<file path="src/rtl/sort_uniq_pkg.sv">
// rtl/sort_uniq_pkg.sv - shared state encoding, default sizes and index-width helper for sort_uniq_ctrl
package sort_uniq_pkg;

    typedef enum logic [2:0] {
        ST_IDLE,
        ST_FILL,
        ST_SORT,
        ST_SCAN,
        ST_DONE
    } state_t;

    localparam int DEF_N         = 8;
    localparam int DEF_WORD_SIZE = 4;
    localparam int DEF_TIMEOUT   = 256;

    // Sorter slots are numbered 1..n, so the index must be able to hold n itself.
    function automatic int idx_width(input int n);
        return $clog2(n + 1);
    endfunction

endpackage

</file>
<file path="src/rtl/sort_uniq_scan.sv">
// rtl/sort_uniq_scan.sv - candidate register, duplicate compare, output stream and unique counter
module sort_uniq_scan
    import sort_uniq_pkg::*;
#(
    parameter int WORD_SIZE = DEF_WORD_SIZE,
    parameter int IDX_W     = idx_width(DEF_N)
) (
    input  logic                 clk,
    input  logic                 rst,
    input  logic                 clr,
    input  logic                 active,
    input  logic                 first,
    input  logic                 tail,
    input  logic [WORD_SIZE-1:0] rd_data,
    input  logic                 out_ready,
    output logic                 step,
    output logic                 fin,
    output logic                 out_valid,
    output logic [WORD_SIZE-1:0] out_data,
    output logic                 out_last,
    output logic [IDX_W-1:0]     uniq_count
);

    logic [WORD_SIZE-1:0] cand;
    logic                 differ;
    logic                 hs;

    // Everything below depends only on registered index/candidate and the sorter's
    // static contents, so the presented beat holds steady while stalled.
    always_comb begin
        differ    = (rd_data != cand);
        out_valid = active & (tail | (~first & differ));
        out_last  = active & tail;
        hs        = out_valid & out_ready;
        step      = active & ~tail & (first | ~differ | hs);
        fin       = active & tail & hs;
    end

    assign out_data = cand;

    always_ff @(posedge clk or negedge rst) begin
        if (!rst) begin
            cand       <= '0;
            uniq_count <= '0;
        end else begin
            if (clr) begin
                uniq_count <= '0;
            end else if (hs) begin
                uniq_count <= uniq_count + IDX_W'(1);
            end
            if (active & ~tail & (first | hs)) begin
                cand <= rd_data;
            end
        end
    end

endmodule

</file>
<file path="src/rtl/sort_uniq_ctrl.sv">
// rtl/sort_uniq_ctrl.sv - job sequencer (fill, sort, unique scan); SORT_UNIQ_TIMEOUT_EN adds a sort watchdog
module sort_uniq_ctrl
    import sort_uniq_pkg::*;
#(
    parameter int N         = DEF_N,
    parameter int WORD_SIZE = DEF_WORD_SIZE,
    parameter int IDX_W     = idx_width(N),
    parameter int TIMEOUT   = DEF_TIMEOUT
) (
    input  logic                 clk,
    input  logic                 rst,
    input  logic                 start,
    input  logic                 in_valid,
    output logic                 in_ready,
    input  logic [WORD_SIZE-1:0] in_data,
    output logic                 srt_wr_en,
    output logic [IDX_W-1:0]     srt_wr_idx,
    output logic [WORD_SIZE-1:0] srt_wr_data,
    output logic                 srt_en,
    input  logic                 srt_done,
    output logic [IDX_W-1:0]     srt_rd_idx,
    input  logic [WORD_SIZE-1:0] srt_rd_data,
    output logic                 out_valid,
    input  logic                 out_ready,
    output logic [WORD_SIZE-1:0] out_data,
    output logic                 out_last,
    output logic                 busy,
    output logic [IDX_W-1:0]     uniq_count,
    output logic                 err
);

    localparam logic [IDX_W-1:0] FIRST_IDX = IDX_W'(1);
    localparam logic [IDX_W-1:0] LAST_IDX  = IDX_W'(N);

    state_t           state;
    state_t           state_nx;
    logic [IDX_W-1:0] fill_idx;
    logic [IDX_W-1:0] rd_idx;
    logic             tail;
    logic             sort_first;
    logic             start_job;
    logic             fill_hs;
    logic             scan_step;
    logic             scan_fin;
    logic             tmo_hit;

    assign start_job   = (state == ST_IDLE) & start;
    assign in_ready    = (state == ST_FILL);
    assign fill_hs     = in_ready & in_valid;
    assign srt_wr_en   = fill_hs;
    assign srt_wr_idx  = fill_idx;
    assign srt_wr_data = fill_hs ? in_data : '0;
    assign srt_en      = (state == ST_SORT) & sort_first;
    assign srt_rd_idx  = rd_idx;
    assign busy        = (state != ST_IDLE);

    always_comb begin
        state_nx = state;
        case (state)
            ST_IDLE: if (start) state_nx = ST_FILL;
            ST_FILL: if (fill_hs && fill_idx == LAST_IDX) state_nx = ST_SORT;
            ST_SORT: begin
                // srt_done is ignored in the srt_en cycle: a level left over from a
                // previous job must not be mistaken for completion.
                if (!sort_first && srt_done) state_nx = ST_SCAN;
                else if (tmo_hit) state_nx = ST_IDLE;
            end
            ST_SCAN: if (scan_fin) state_nx = ST_DONE;
            ST_DONE: state_nx = ST_IDLE;
            default: state_nx = ST_IDLE;
        endcase
    end

    always_ff @(posedge clk or negedge rst) begin
        if (!rst) begin
            state      <= ST_IDLE;
            fill_idx   <= FIRST_IDX;
            rd_idx     <= FIRST_IDX;
            tail       <= 1'b0;
            sort_first <= 1'b0;
        end else begin
            state      <= state_nx;
            sort_first <= (state == ST_FILL) && (state_nx == ST_SORT);
            if (start_job) begin
                fill_idx <= FIRST_IDX;
            end else if (fill_hs && fill_idx != LAST_IDX) begin
                fill_idx <= fill_idx + IDX_W'(1);
            end
            // Once slot N is consumed the index parks on N and tail marks the final beat.
            if (state == ST_SORT && state_nx == ST_SCAN) begin
                rd_idx <= FIRST_IDX;
                tail   <= 1'b0;
            end else if (scan_step) begin
                if (rd_idx == LAST_IDX) tail <= 1'b1;
                else rd_idx <= rd_idx + IDX_W'(1);
            end else if (state == ST_DONE) begin
                rd_idx <= FIRST_IDX;
                tail   <= 1'b0;
            end
        end
    end

`ifdef SORT_UNIQ_TIMEOUT_EN
    localparam int TMO_W = $clog2(TIMEOUT + 1);

    logic [TMO_W-1:0] tmo_cnt;
    logic             err_q;

    // tmo_cnt counts completed post-pulse cycles; the hit fires on cycle TIMEOUT.
    assign tmo_hit = (state == ST_SORT) && !sort_first && !srt_done &&
                     (tmo_cnt == TMO_W'(TIMEOUT - 1));
    assign err     = err_q;

    always_ff @(posedge clk or negedge rst) begin
        if (!rst) begin
            tmo_cnt <= '0;
            err_q   <= 1'b0;
        end else begin
            if (state != ST_SORT || sort_first) tmo_cnt <= '0;
            else tmo_cnt <= tmo_cnt + TMO_W'(1);
            if (start_job) err_q <= 1'b0;
            else if (tmo_hit) err_q <= 1'b1;
        end
    end
`else
    assign tmo_hit = 1'b0;
    assign err     = 1'b0;
`endif

    sort_uniq_scan #(
        .WORD_SIZE(WORD_SIZE),
        .IDX_W    (IDX_W)
    ) u_scan (
        .clk       (clk),
        .rst       (rst),
        .clr       (start_job),
        .active    (state == ST_SCAN),
        .first     ((rd_idx == FIRST_IDX) && !tail),
        .tail      (tail),
        .rd_data   (srt_rd_data),
        .out_ready (out_ready),
        .step      (scan_step),
        .fin       (scan_fin),
        .out_valid (out_valid),
        .out_data  (out_data),
        .out_last  (out_last),
        .uniq_count(uniq_count)
    );

endmodule

</file>
<file path="config.mk">
export PLATFORM = sky130hd
export DESIGN_NAME = sort_uniq_ctrl
export DESIGN_NICKNAME = d
export VERILOG_FILES = /design/src/rtl/sort_uniq_pkg.sv /design/src/rtl/sort_uniq_scan.sv /design/src/rtl/sort_uniq_ctrl.sv
export SDC_FILE = /design/constraint.sdc
export NUM_CORES = 1
export LEC_CHECK = 0
export CAP_MARGIN = 20
export CORE_ASPECT_RATIO = 0.8
export CORE_MARGIN = 3
export CORE_UTILIZATION = 47
export CTS_CLUSTER_DIAMETER = 40
export CTS_CLUSTER_SIZE = 10
export DETAILED_ROUTE_END_ITERATION = 6
export GPL_TIMING_DRIVEN = 0
export PLACE_DENSITY = 0.9
export SLEW_MARGIN = 20
export SYNTH_ARGS = -nofsm -noshare
export SYNTH_HDL_FRONTEND = slang
export SYNTH_SLANG_ARGS = --single-unit
</file>
<file path="constraint.sdc">
create_clock -name clk -period 2.5 [get_ports clk]
set_input_delay 0.25 -clock clk [delete_from_list [all_inputs] [get_ports clk]]
set_output_delay 0.25 -clock clk [all_outputs]
set_load 0.02 [all_outputs]
</file>
# Word level (Yosys, flattened, before mapping)
# Cells that the tools add are included.
[classes]
addsub = 3
muxes = 18
reduce_logical = 15
eq_ne = 13
bitwise = 18
[ops]
columns = ["operator", "n"]
rows = [
  ["two-way mux 4 bit", 9],
  ["adder 4 x 1 -> 4 bit (second input constant)", 3],
  ["== test 3 x 2 -> 1 bit (second input constant)", 4],
  ["two-way mux 3 bit", 4],
  ["case mux 3 bit (4 select lines)", 1],
  ["AND 1 bit", 11],
  ["== test 4 bit (second input constant)", 2],
  ["logical AND 1 bit", 6],
  ["nonzero test 3 bit", 2],
  ["== test 4 x 1 -> 1 bit (second input constant)", 1],
  ["two-way mux 1 bit", 4],
  ["!= test 4 bit", 1],
  ["!= test 4 bit (second input constant)", 1],
  ["bitwise OR 1 bit", 4],
  ["AND reduction 2 bit", 2],
  ["nonzero test 2 bit", 2],
  ["== test 3 x 1 -> 1 bit (second input constant)", 1],
  ["== test 3 bit (second input constant)", 1],
  ["zero test 3 bit", 1],
  ["!= test 3 x 1 -> 1 bit (second input constant)", 1],
  ["!= test 3 bit (second input constant)", 1],
  ["inverter 1 bit", 3],
  ["zero test 1 bit", 2],
]
[word_totals]
reg_bits = 21

# Longest topological paths before layout
[depth]
depth_word = 14
mapped_depth = 7
mapped_depth_nobuf = 6

# Modules after synthesis
# A second synthesis with hierarchy kept.
[unflattened]
cells_unflattened = 132
area_unflattened_um2 = 1345.0
[modules_own_cells]
columns = ["mod", "cells_per_inst", "area_each_um2", "n_inst"]
rows = [
  ["sort_uniq_ctrl", 90, 844.6, 1],
  ["sort_uniq_scan", 42, 500.5, 1],
]

# Worst setup path after synthesis
# Ideal clock, no wire load.
[synth_timing]
path_kind = "reg-to-output"
from = "register state[2]"
to = "output srt_wr_data[0]"
t_arrival_ns = 1.761
stages_incl_launch_ff = 6
setup_slack_ns = 0.489
required_time_ns = 2.250
path_cell_list = "dfrtp_1 -> clkbuf_1 -> nor3b_1 -> nand2_1 -> inv_2 -> and2_1"
[synth_via]
elab_chain_cells = 3
[synth_rtl]
columns = ["element", "line", "text"]
rows = [
  ["start: declaration", "sort_uniq_ctrl.sv:35", "state_t state;"],
  ["start signal: assignment", "sort_uniq_ctrl.sv:82", "state <= state_nx;"],
  ["== test 3 x 1 -> 1 bit", "sort_uniq_ctrl.sv:48", "assign in_ready = (state == ST_FILL);"],
  ["net in_ready", "sort_uniq_ctrl.sv:14", "output logic in_ready,"],
  ["AND 1 bit", "sort_uniq_ctrl.sv:49", "assign fill_hs = in_ready & in_valid;"],
  ["net srt_wr_en", "sort_uniq_ctrl.sv:16", "output logic srt_wr_en,"],
  ["two-way mux 4 bit", "sort_uniq_ctrl.sv:52", "assign srt_wr_data = fill_hs ? in_data : '0;"],
  ["end: declaration", "sort_uniq_ctrl.sv:18", "output logic [WORD_SIZE-1:0] srt_wr_data,"],
]
# The timed path passes the listed nets, and every way through them passes these cells.

# Worst setup path after layout
[layout_timing]
from = "register rd_idx[0], in the netlist srt_rd_idx[0]"
to = "output out_valid"
[layout_via]
elab_chain_cells = 6
[layout_rtl]
columns = ["element", "line", "text"]
rows = [
  ["start: declaration", "sort_uniq_ctrl.sv:38", "logic [IDX_W-1:0] rd_idx;"],
  ["start signal: assignment", "sort_uniq_ctrl.sv:95", "else rd_idx <= rd_idx + IDX_W'(1);"],
  ["== test 4 x 1 -> 1 bit", "sort_uniq_ctrl.sv:138", ".first ((rd_idx == FIRST_IDX) && !tail),"],
  ["logical AND 1 bit", "sort_uniq_ctrl.sv:138", ""],
  ["inverter 1 bit", "sort_uniq_scan.sv:32", "out_valid = active & (tail | (~first & differ));"],
  ["AND 1 bit", "sort_uniq_scan.sv:32", ""],
  ["bitwise OR 1 bit", "sort_uniq_scan.sv:32", ""],
  ["AND 1 bit", "sort_uniq_scan.sv:32", ""],
  ["end: declaration", "sort_uniq_ctrl.sv:23", "output logic out_valid,"],
]
# No other way between the ends.

==> impl_metrics.toml <==
[run_status]
outcome = "complete, no violations"

[worst_setup_path]
cp-end-kind = "primary output"
setup.worst_path.start = "srt_rd_idx[0]"
critPathLaunchType = "flip-flop"
critPathMaxFanout = 9
r2r-start = "srt_rd_idx[0]"
required_ps = 2250
crit_arrival_ps = 2160
critPathKind = "reg -> out"

[clocking]
cts-htree-levels = 1
cts_inserted_buffers = 3
cts_buffer_depth = 2
cts.clk_slew.worst_paths_ps = 120
cts_tree = "done"
cts_root_buf = "clkbuf_4"
clock_sinks = 21
clk_latency_ps = 320

[layout]
diodes = 0
area_delta_synth_final_pct = 35.8
design_area_um2 = 1860
nets = 205
utilization_pct = 71.3
drive_gt1_share_pct = 15.2

[sta]
finalClockSkew_ps = 2.95
drv_slew = 0
finalHoldViolCount = 0
setup_viol = 0
period_needed_ps = 2410
fin_hold_ws_ps = 431
period_share_pct = 96.5
fmax_mhz = 414
fin_setup_tns_ps = 0
worst_slew_pin_slew_ps = 934
slew_headroom_pct = 37.5
rsz0062_at_grt = "no"

[floorplan]
num_io_pins = 41
core_area_um2 = 2600
fp.dieH_um = 54.2
die_x_um = 66.3
row_count = 16
initial_core_util_pct = 52.5
dieArea_um2 = 3600

[synth]
yosys.area_share.simple_pct = 21.9
ys_warn_count = 0
seq_area_frac_synth_pct = 38.6
synth_xor_area_share_pct = 5.12
async_flop_share_pct = 100
syn_area_per_cell_um2 = 9.77
synth_top_family_by_area = "simple AND/OR/NAND/NOR gates"
synth_compound_area_share_pct = 16.8
synthFlopType = "dfrtp_1"
synth_seq_cells = 21
synth-edff-count = 0
syn_nets = 160
syn_area_um2 = 1370
synth_mux_area_share_pct = 6.22
synth_cell_type_count = 49
synth_adder_area_share_pct = 5.49
netlist_instances = 140

[hold_path]
holdCritPathClass = "in -> async"

[grt]
grtUsageTotal_pct = 21.6
antenna_found_initial = 0
grt_first_pass_wirelength_um = 5660
grt_max_degree = 22
grt_pass1_vias = 1225
grt.overflow.total = 0

[route]
wl_per_cell_um = 15.9
drcViolationCount = 0
first_iter_violations = 92
first_pass_iters = 4
dr_total_vias = 1238
routed_via_density = 5.63
drt_wl_total_um = 3490
ant_nets = 0

[place]
gp_congestion = 0.827
io_buffers = 39
dpl_cell_area_um2 = 1800
dp_hpwl_um = 2680

[pwr]
p_leak_uw = 0.000852
ir_drop_mv = 0.517
power.density_nw_per_um2 = 957

[flow_run]
drv_cap = 0
-- area by class of cell --
class | count | area [um2]
repair buffers | 40 | 409
fillers | 190 | 746
multi-input cells | 100 | 768
plain buffers | 5 | 25.0
clock buffers | 3 | 22.5
clock inverters | 1 | 5.00
flip-flops and latches | 21 | 529
well taps | 36 | 45.0
inverters | 14 | 52.6
-- timing repair --
action | 4_1_cts | 5_1_grt
hold buffers | 0 | 0
pin swaps | 0 | 1
resized for setup | 4 | 7
endpoints found under the setup margin | 5 | 6
buffers inserted | 0 | 1
-- cells by family after synthesis --
logic type      count (synthesis)
fa+ha+maj                       6
xor+xnor                        8
buf+inv                        19
simple gates                   51
flops                          21
compound gates                 26
other cells                     1
mux                             8
-- state kept, by name, indices dropped and copies added, names as in the netlist --
signal,cells
state,3
srt_rd_idx,4
srt_wr_idx,4
tail,1
u_scan.uniq_count,4
u_scan.out_data,4
sort_first,1
-- synthesized netlist by cell type, types with 2 or more instances --
master	number	share of area, %
nor2b_1	2	0.91
nor3_1	2	0.73
nand3b_1	4	2.2
nor4b_1	2	1.3
nand3_1	7	2.6
nor2_1	7	1.9
clkbuf_1	3	0.82
a21oi_1	2	0.73
o2111ai_1	4	2.6
mux2_2	4	3.3
and2_1	5	2.3
ha_1	6	5.5
xnor2_1	2	1.3
inv_1	13	3.6
dfrtp_1	19	35
o21ai_0	4	1.5
xor2_1	6	3.8
nand2_1	12	3.3
mux2i_1	4	2.9
dfstp_2	2	3.8
nand2b_1	2	0.91
-- stage by stage --
stage	total power [uW]	setup WS, ps	instances
detailed placement	1590	-11.8	215
floorplan	1170	489	140
global route	1900	22.6	220
finish	1780	86.8	220
CTS	1780	19.2	219
global placement	1540	16.5	215
-- placed cells by master (no fill, tap or decap), types with 2 or more instances in the layout --
cell type | Yosys | final
dlymetal6s2s_1 | 0 | 4
xor2_1 | 6 | 6
buf_4 | 1 | 2
clkbuf_1 | 3 | 2
nand2b_1 | 2 | 2
clkbuf_4 | 0 | 3
mux2i_1 | 4 | 4
dfrtp_1 | 19 | 18
nand3_1 | 7 | 7
nor2b_1 | 2 | 2
dfstp_2 | 2 | 2
nor4b_1 | 2 | 2
nor3_1 | 2 | 2
o2111ai_1 | 4 | 4
xnor2_1 | 2 | 2
and2_1 | 5 | 5
ha_1 | 6 | 6
a21oi_1 | 2 | 2
mux2_2 | 4 | 4
nor2_1 | 7 | 7
inv_1 | 13 | 13
nand2_1 | 12 | 12
nand3b_1 | 4 | 4
clkdlybuf4s50_1 | 0 | 34
o21ai_0 | 4 | 4
-- per-layer routing --
| layer | up-vias | routed length (um) | GRT usage (%) |
|---|---|---|---|
| li1 | 591 | - | - |
| met4 | 0 | 83 | 12.8 |
| met3 | 9 | 136 | 4.52 |
| met1 | 597 | 1430 | 24.8 |
| met5 | - | 0 | 0 |
| met2 | 41 | 1840 | 37.6 |
-- final timing paths --
path | cells after the start | end | slack (ps)
worst max register to register | 4 | u_scan.out_data[3] | 480
worst min-delay path | 1 | u_scan.out_data[3] | 430
max in group asynchronous | 1 | srt_rd_idx[1] | 1450
worst min register to register | 1 | u_scan.uniq_count[2] | 550
worst max-delay path | 5 | out_valid | 90
min in group clk | 1 | u_scan.uniq_count[2] | 550
-- worst max-delay path, stage by stage (launching register included) --
cell and delay [ps]:
dfstp_2 570, ha_1 190, or4b_4 510, o41ai_4 140
a21oi_1 150, clkdlybuf4s15_2 280
-- report_power, final --
part	leakage (uW)	switching [uW]	total (uW)	internal (uW)
Combinational	0.000583	554	1010	458
Clock	0.0000177	116	176	60.1
Sequential	0.000252	128	590	462
Total	0.000852	798	1780	980
(Power assumes the default switching activity.)
